`config.mk`:
```
export PLATFORM = sky130hd
export DESIGN_NAME = acc_store_port
export DESIGN_NICKNAME = d
export VERILOG_FILES = /design/src/rtl/acc_store_port.sv
export SDC_FILE = /design/constraint.sdc
export NUM_CORES = 1
export LEC_CHECK = 0
export BUFFER_PORTS_ARGS = -buffer_cell sky130_fd_sc_hd__buf_2
export CAP_MARGIN = 25
export CORE_ASPECT_RATIO = 1.25
export CORE_MARGIN = 5
export CORE_UTILIZATION = 30
export DETAILED_ROUTE_END_ITERATION = 10
export GPL_TIMING_DRIVEN = 0
export PLACE_DENSITY = 0.52
export SYNTH_ARGS = -nofsm -noshare
export SYNTH_HDL_FRONTEND = slang
export SYNTH_SLANG_ARGS = --single-unit
```
`constraint.sdc`:
```
create_clock -name CLK -period 3.1 [get_ports CLK]
set_input_delay 0.155 -clock CLK [delete_from_list [all_inputs] [get_ports CLK]]
set_output_delay 0.155 -clock CLK [all_outputs]
set_load 0.01 [all_outputs]
```
`src/rtl/acc_store_port.sv`:
```
// Accumulator store port: snapshots the 16-bit accumulator on a store command
// and writes it to the byte-wide memory bus as two valid/ready beats.
// Optional build macro: ACC_STORE_PARITY_EN adds an even-parity output mem_wpar.
module acc_store_port #(
   parameter int LITTLE_ENDIAN = 1,
   parameter int TIMEOUT       = 255
) (
   input  logic        CLK,
   input  logic        reset_n,
   input  logic        st_req,
   input  logic [15:0] st_addr,
   input  logic [15:0] acc_in,
   output logic        st_busy,
   output logic        st_done,
   output logic        st_err,
   output logic        mem_valid,
   input  logic        mem_ready,
   output logic [15:0] mem_addr,
   output logic [7:0]  mem_wdata,
`ifdef ACC_STORE_PARITY_EN
   output logic        mem_wpar,
`endif
   output logic [1:0]  dbg_state
);

   // Memory handshake: a beat transfers on a rising CLK edge where
   // mem_valid && mem_ready; mem_valid/mem_addr/mem_wdata hold while stalled,
   // and mem_ready is ignored while mem_valid is low.

   typedef enum logic [1:0] {
      S_IDLE  = 2'd0,
      S_BEAT0 = 2'd1,
      S_BEAT1 = 2'd2,
      S_DONE  = 2'd3
   } state_t;

   localparam logic [7:0] TMO_LAST = 8'(TIMEOUT - 1);

   state_t      state_q, state_d;
   logic [15:0] acc_q, acc_d;
   logic [15:0] base_q, base_d;
   logic [7:0]  cnt_q, cnt_d;

   logic        mem_valid_q, mem_valid_d;
   logic [15:0] mem_addr_q, mem_addr_d;
   logic [7:0]  mem_wdata_q, mem_wdata_d;
   logic        st_busy_q, st_busy_d;
   logic        st_done_q, st_done_d;
   logic        st_err_q, st_err_d;
   logic        wpar_q, wpar_d;

   logic        hs;
   logic        stall;
   logic        tmo_hit;
   logic        accept;
   logic [7:0]  byte0;
   logic [7:0]  byte1;

   assign hs      = mem_valid_q && mem_ready;
   assign stall   = mem_valid_q && !mem_ready;
   assign tmo_hit = stall && (cnt_q == TMO_LAST);
   assign accept  = (state_q == S_IDLE) && st_req;

   // State register and registered outputs
   always_ff @(posedge CLK or negedge reset_n) begin
      if (!reset_n) begin
         state_q     <= S_IDLE;
         acc_q       <= '0;
         base_q      <= '0;
         cnt_q       <= '0;
         mem_valid_q <= 1'b0;
         mem_addr_q  <= '0;
         mem_wdata_q <= '0;
         st_busy_q   <= 1'b0;
         st_done_q   <= 1'b0;
         st_err_q    <= 1'b0;
         wpar_q      <= 1'b0;
      end else begin
         state_q     <= state_d;
         acc_q       <= acc_d;
         base_q      <= base_d;
         cnt_q       <= cnt_d;
         mem_valid_q <= mem_valid_d;
         mem_addr_q  <= mem_addr_d;
         mem_wdata_q <= mem_wdata_d;
         st_busy_q   <= st_busy_d;
         st_done_q   <= st_done_d;
         st_err_q    <= st_err_d;
         wpar_q      <= wpar_d;
      end
   end

   // Next-state logic
   always_comb begin
      state_d = state_q;
      acc_d   = acc_q;
      base_d  = base_q;
      cnt_d   = cnt_q;
      case (state_q)
         S_IDLE: begin
            if (st_req) begin
               state_d = S_BEAT0;
               acc_d   = acc_in;
               base_d  = st_addr;
            end
         end
         S_BEAT0: begin
            if (hs) begin
               state_d = S_BEAT1;
            end else if (tmo_hit) begin
               state_d = S_DONE;
            end
         end
         S_BEAT1: begin
            if (hs || tmo_hit) begin
               state_d = S_DONE;
            end
         end
         S_DONE:  state_d = S_IDLE;
         default: state_d = S_IDLE;
      endcase
      // Counter restarts on every state change, so each beat gets a full budget
      if (state_d != state_q) begin
         cnt_d = '0;
      end else if (stall) begin
         cnt_d = cnt_q + 8'd1;
      end
   end

   // Output logic, computed from the next state so every output is a flop
   always_comb begin
      byte0       = (LITTLE_ENDIAN != 0) ? acc_d[7:0]  : acc_d[15:8];
      byte1       = (LITTLE_ENDIAN != 0) ? acc_d[15:8] : acc_d[7:0];
      mem_valid_d = 1'b0;
      mem_addr_d  = '0;
      mem_wdata_d = '0;
      st_busy_d   = (state_d != S_IDLE);
      st_done_d   = (state_d == S_DONE);
      st_err_d    = st_err_q;
      case (state_d)
         S_BEAT0: begin
            mem_valid_d = 1'b1;
            mem_addr_d  = base_d;
            mem_wdata_d = byte0;
         end
         S_BEAT1: begin
            mem_valid_d = 1'b1;
            mem_addr_d  = base_d + 16'd1;
            mem_wdata_d = byte1;
         end
         default: ;
      endcase
      if (accept) begin
         st_err_d = 1'b0;
      end else if (tmo_hit) begin
         st_err_d = 1'b1;
      end
      wpar_d = ^mem_wdata_d;
   end

   assign st_busy   = st_busy_q;
   assign st_done   = st_done_q;
   assign st_err    = st_err_q;
   assign mem_valid = mem_valid_q;
   assign mem_addr  = mem_addr_q;
   assign mem_wdata = mem_wdata_q;
   assign dbg_state = state_q;

`ifdef ACC_STORE_PARITY_EN
   assign mem_wpar = wpar_q;
`else
   logic unused_wpar;
   assign unused_wpar = wpar_q;
`endif

endmodule

```
; After elaboration in Yosys (flattened, before gate mapping)
; Cells that the tools add are included.
[classes]
n_addsub = 2
n_reduce_logical = 11
eq_ne = 8
muxes = 16
[ops]
columns = cell, count
row1 = $mux 16, 4
row2 = $pmux 16 s2, 1
row3 = $add 16x1->16 const B, 1
row4 = $mux 8, 2
row5 = $pmux 8 s2, 1
row6 = $add 8x1->8 const B, 1
row7 = $eq 2x2->1 const B, 4
row8 = $eq 8x8->1 const B, 1
row9 = $mux 2, 4
row10 = $pmux 2 s4, 1
row11 = $reduce_bool 2->1, 3
row12 = $eq 2x1->1 const B, 2
row13 = $logic_and 1x1->1, 4
row14 = $mux 1, 3
row15 = $logic_not 2->1, 1
row16 = $ne 2x2->1, 1
row17 = $reduce_or 2->1, 1
row18 = $logic_not 1->1, 1
row19 = $logic_or 1x1->1, 1
[word_totals]
ff_bits = 70
wordCells = 47

; Logic depth before layout (Yosys ltp)
[depth]
word_depth = 9
mapped_depth = 13
depth_no_buf = 12

; Least setup slack after synthesis
; OpenSTA, ideal clock, no wires.
[synth_path]
path_type = register -> register
start = register state_q[1], in the netlist dbg_state[1]
end = register mem_addr_q[14], in the netlist mem_addr[14]
setup_slack_ns = -0.274
n_path_buf = 4
arrival_ns = 3.236
setup_ns = 0.138
required_time_ns = 2.962
stages_incl_launch_ff = 14
path_cell_list = dfrtp_1 -> buf_6 -> nor3b_2 -> buf_2 -> buf_2 -> clkbuf_1 -> nand2_1 -> nand2_1 -> ha_1 -> inv_1 -> or4_1 -> a222oi_1 -> xnor2_1 -> o22ai_1
[synth_between]
elab_cells_between_ends = 14
[synth_lines]
columns = item, line_no
row1 = "start, declared", 39  ; state_t state_q, state_d;
row2 = "start signal, assigned", 79  ; state_q <= state_d;
row3 = $logic_not 2->1, 99  ; case (state_q)
row4 = $mux 16, 99
row5 = net base_d[1], 41  ; logic [15:0] base_q, base_d;
row6 = $add 16x1->16, 148  ; mem_addr_d = base_d + 16'd1;
row7 = $pmux 16 s2, 140  ; case (state_d)
row8 = net mem_addr_d[14], 45  ; logic [15:0] mem_addr_q, mem_addr_d;
row9 = "end signal, assigned", 84  ; mem_addr_q <= mem_addr_d;
row10 = "end, declared", 45
; The timed path passes the listed nets, and every way through them passes these cells.
; A chain may end at the register's enable or synchronous reset.

; Worst setup path after layout
; Ends and elaborated chain as after synthesis.

==> impl_metrics.csv <==
group,metric,value,unit
power,leakagePower,2.00,nW
status,outcome,"finished clean",
final_layout,diodes,0,
final_layout,drive_above_1_share,24.1,%
floorplan,core_area,10600,sq um
timing,report.final.slew_viol_count,0,
floorplan,chipHeight,126,microns
synth,ys_seq_area_share,54.0,%
worst_setup_path,required,3.30,ns
worst_setup_path,worstRegToRegCells,13,
placement,dpl.hpwl,6040,microns
cts,cts.path.max_buffers,2,
synth,synth_nets,378,
route,wl_per_cell,15.3,microns
worst_setup_path,reg2reg_to,"mem_addr[14]",
synth,synth_top_area_cell,"dfrtp_1",
placement,portBuffers,65,
synth,async_flop_share,100,%
worst_setup_path,r2r_start,"dbg_state[1]",
global_route,antenna_found_initial,0,
final_layout,area_growth,27.0,%
timing,postLayoutSetupSlackWorst,0.184,ns
cts,clock_latency,0.33,ns
synth,ys.flop_type,"dfrtp_1",
cts,cts_tree,"yes",
global_route,grt_pass1_vias,2701,
power,p_per_area,1020,nW/um^2
floorplan,rows,42,
cts,cts_root_buffer,"clkbuf_16",
placement,gp_congestion,0.801,
global_route,grt_max_degree,71,
worst_setup_path,startpoint,"dbg_state[1]",
worst_setup_path,crit_end,"mem_addr[14]",
floorplan,start_util,30.6,%
power,ir_worst_vdd,0.000349,V
worst_setup_path,cp_max_fo,10,
timing,clock_skew,0.00844,ns
route,final_antenna_net_count,0,
timing,finalCriticalPeriod,2.92,ns
route,viasPerCell,4.87,
synth,synth_top_cells_by_area,"dfrtp_1 54%, nand2_1 9.3%, nor2_1 3.5%",
flow_run,maxCapViolCount,0,
global_route,track_usage,13.7,%
cts,clk_pin_slew,0.06,ns
route,dr.pass1.iters,4,
synth,synth_edf_count,0,
synth,syn-cell-area,3240,sq um
synth,synth_top_area_share,54.0,%
worst_hold_path,hold_class,"input port to flop",
synth,synth.distinct_cells,42,
worst_setup_path,critPathLaunchType,"flop",
timing,setup_viol_count_final,0,
final_layout,fin_nets,454,
route,drc_errors,0,
route,vias,2665,
final_layout,utilization,38.8,%
timing,rsz0062_at_grt,"false",
timing,timing.final.crit_share,94.1,%
worst_setup_path,rrSetupSlack,0.18,ns
cts,numCtsBuffers,9,
floorplan,dieArea,13000,sq um
route,drt_iter0_drc,109,
floorplan,num_io_pins,66,
synth,synthCells,334,
synth,synth-seq-cells,70,
timing,worstMarginPinSlew,0.881,ns
timing,hold_viol,0,
timing,relSlewSlack,41.2,%
global_route,grt_pass1_wl,13800,microns
worst_setup_path,cp.arrival,3.12,ns
placement,preCtsSetupSlack,-0.708,ns
worst_setup_path,worstSetupPathType,"flop to flop",
floorplan,die_w,103,microns
worst_setup_path,cp-end-kind,"flop",
timing,hold_slack,0.0428,ns
power,power.total,4.22,mW
synth,yosys_warnings,0,
synth,avgSynthCellArea,9.71,sq um
cts,cts.sinks,70,
cts,htreeDepth,3,
timing,max_freq,343,MHz
global_route,grt_overflow,0,
route,drt_wl_total,8350,microns
area by class of cell:
| type | instances | area (sq um) |
|---|---|---|
| clock inverters | 5 | 58.8 |
| well taps | 132 | 165 |
| repair buffers | 67 | 345 |
| fillers | 1080 | 6500 |
| inverters | 16 | 60.1 |
| plain buffers | 12 | 95.1 |
| multi-input cells | 234 | 1400 |
| clock buffers | 11 | 243 |
| flip-flops and latches | 70 | 1750 |
worst min-delay path by stage:
| stage | from | end | slack (ns) | cells after the start |
|---|---|---|---|---|
| 6_report | acc_in[7] | acc_q[7] | 0.04 | 3 |
| 5_1_grt | acc_in[7] | acc_q[7] | 0.05 | 3 |
| 3_5_place_dp | reset_n | base_q[7] | 0.34 | 1 |
| 3_3_place_gp | acc_in[15] | acc_q[15] | 0.38 | 3 |
| 4_1_cts | acc_in[15] | acc_q[15] | 0.03 | 3 |
| 2_1_floorplan | reset_n | acc_q[0] | -0.14 | 0 |
cells in the final DEF (no fill, tap or decap), types with 5 or more instances in the layout:
master     synthesis  final
nand3_1           13     13
nor2_1            30     29
dfrtp_1           70     69
inv_1             16     16
xnor2_1           10     10
o22ai_1            7      7
a22oi_1           11     11
ha_1               8      7
clkbuf_16          0      9
mux2i_1           11     11
nand4_1            8      8
a21oi_1            6      6
buf_2              3     64
clkbuf_1          10      7
xor2_1             5      5
nand2_1           80     79
sequential cells by signal, summed over array words and instances, names as in the netlist:
signal	count
st_done	1
st_busy	1
base_q	16
st_err	1
mem_valid	1
dbg_state	2
cnt_q	8
mem_addr	16
acc_q	16
mem_wdata	8
stage by stage:
stage / TNS [ns] / cells / area, sq um
5_1_grt: 0 / 547 / 4120
6_report: 0 / 547 / 4120
2_1_floorplan: 0 / 334 / 3260
3_5_place_dp: -2.46 / 531 / 3750
4_1_cts: 0 / 547 / 4100
3_3_place_gp: -2.45 / 531 / 3750
metal layers:
layer  track usage [%]  share of wire (%)  vias up
li1                  -                  -     1296
met1              16.9                 43     1297
met2              22.6                 50       61
met3              3.32                5.2       11
met4              5.49                1.8        0
met5                 0                  0        -
critical path, cell delays in order, from the launching register on:
cell and delay [ns]:
dfrtp_1 0.36, buf_6 0.14, or3b_1 0.11, clkbuf_4 0.17
buf_8 0.15, clkbuf_8 0.17, nand2_1 0.07, nand2_2 0.10
ha_4 0.16, inv_1 0.08, or4_4 0.56, a222oi_1 0.44
xnor2_1 0.16, o22ai_1 0.10
cell families (layout without fill, tap and decap cells):
kind of cell               after synthesis  count (layout)  share of synthesized area [%]
AOI/OAI and AO/OA                       47              47                           10.1
xor gates and xnor gates                15              15                           4.05
DFF                                     70              70                           54.0
buffers and inverters                   30             111                           3.82
muxes                                   14              14                           4.44
and+or+nand+nor                        150             150                           20.5
adders and majority gates                8               8                           3.09
cells in the mapped netlist, drive strengths merged (2+ instances only):
cell / count
a21oi: 6
a22oi: 11
a2bb2oi: 2
a31oi: 3
buf: 4
clkbuf: 10
dfrtp: 70
ha: 8
inv: 16
mux2: 3
mux2i: 11
nand2: 80
nand2b: 3
nand3: 13
nand4: 8
nor2: 30
nor2b: 2
nor3: 3
nor4: 2
o21a: 2
o21ai: 5
o221ai: 2
o22ai: 7
or3: 3
or4: 3
xnor2: 10
xor2: 5
what timing repair did:
action	in CTS	in global routing
cloned	0	0
resized for setup	11	10
endpoints found under the setup margin	5	22
endpoints found under the hold margin	70	0
hold buffers	1	0
pin swaps	2	2
buffers inserted	1	0
power by group:
group / switching, mW / total (mW) / leakage (nW) / internal, mW
logic: 1.10 / 1.77 / 0.959 / 0.670
clock network: 0.384 / 1.03 / 0.142 / 0.644
registers: 0.168 / 1.42 / 0.898 / 1.25
No activity file was read; power rests on OpenSTA's default activity.
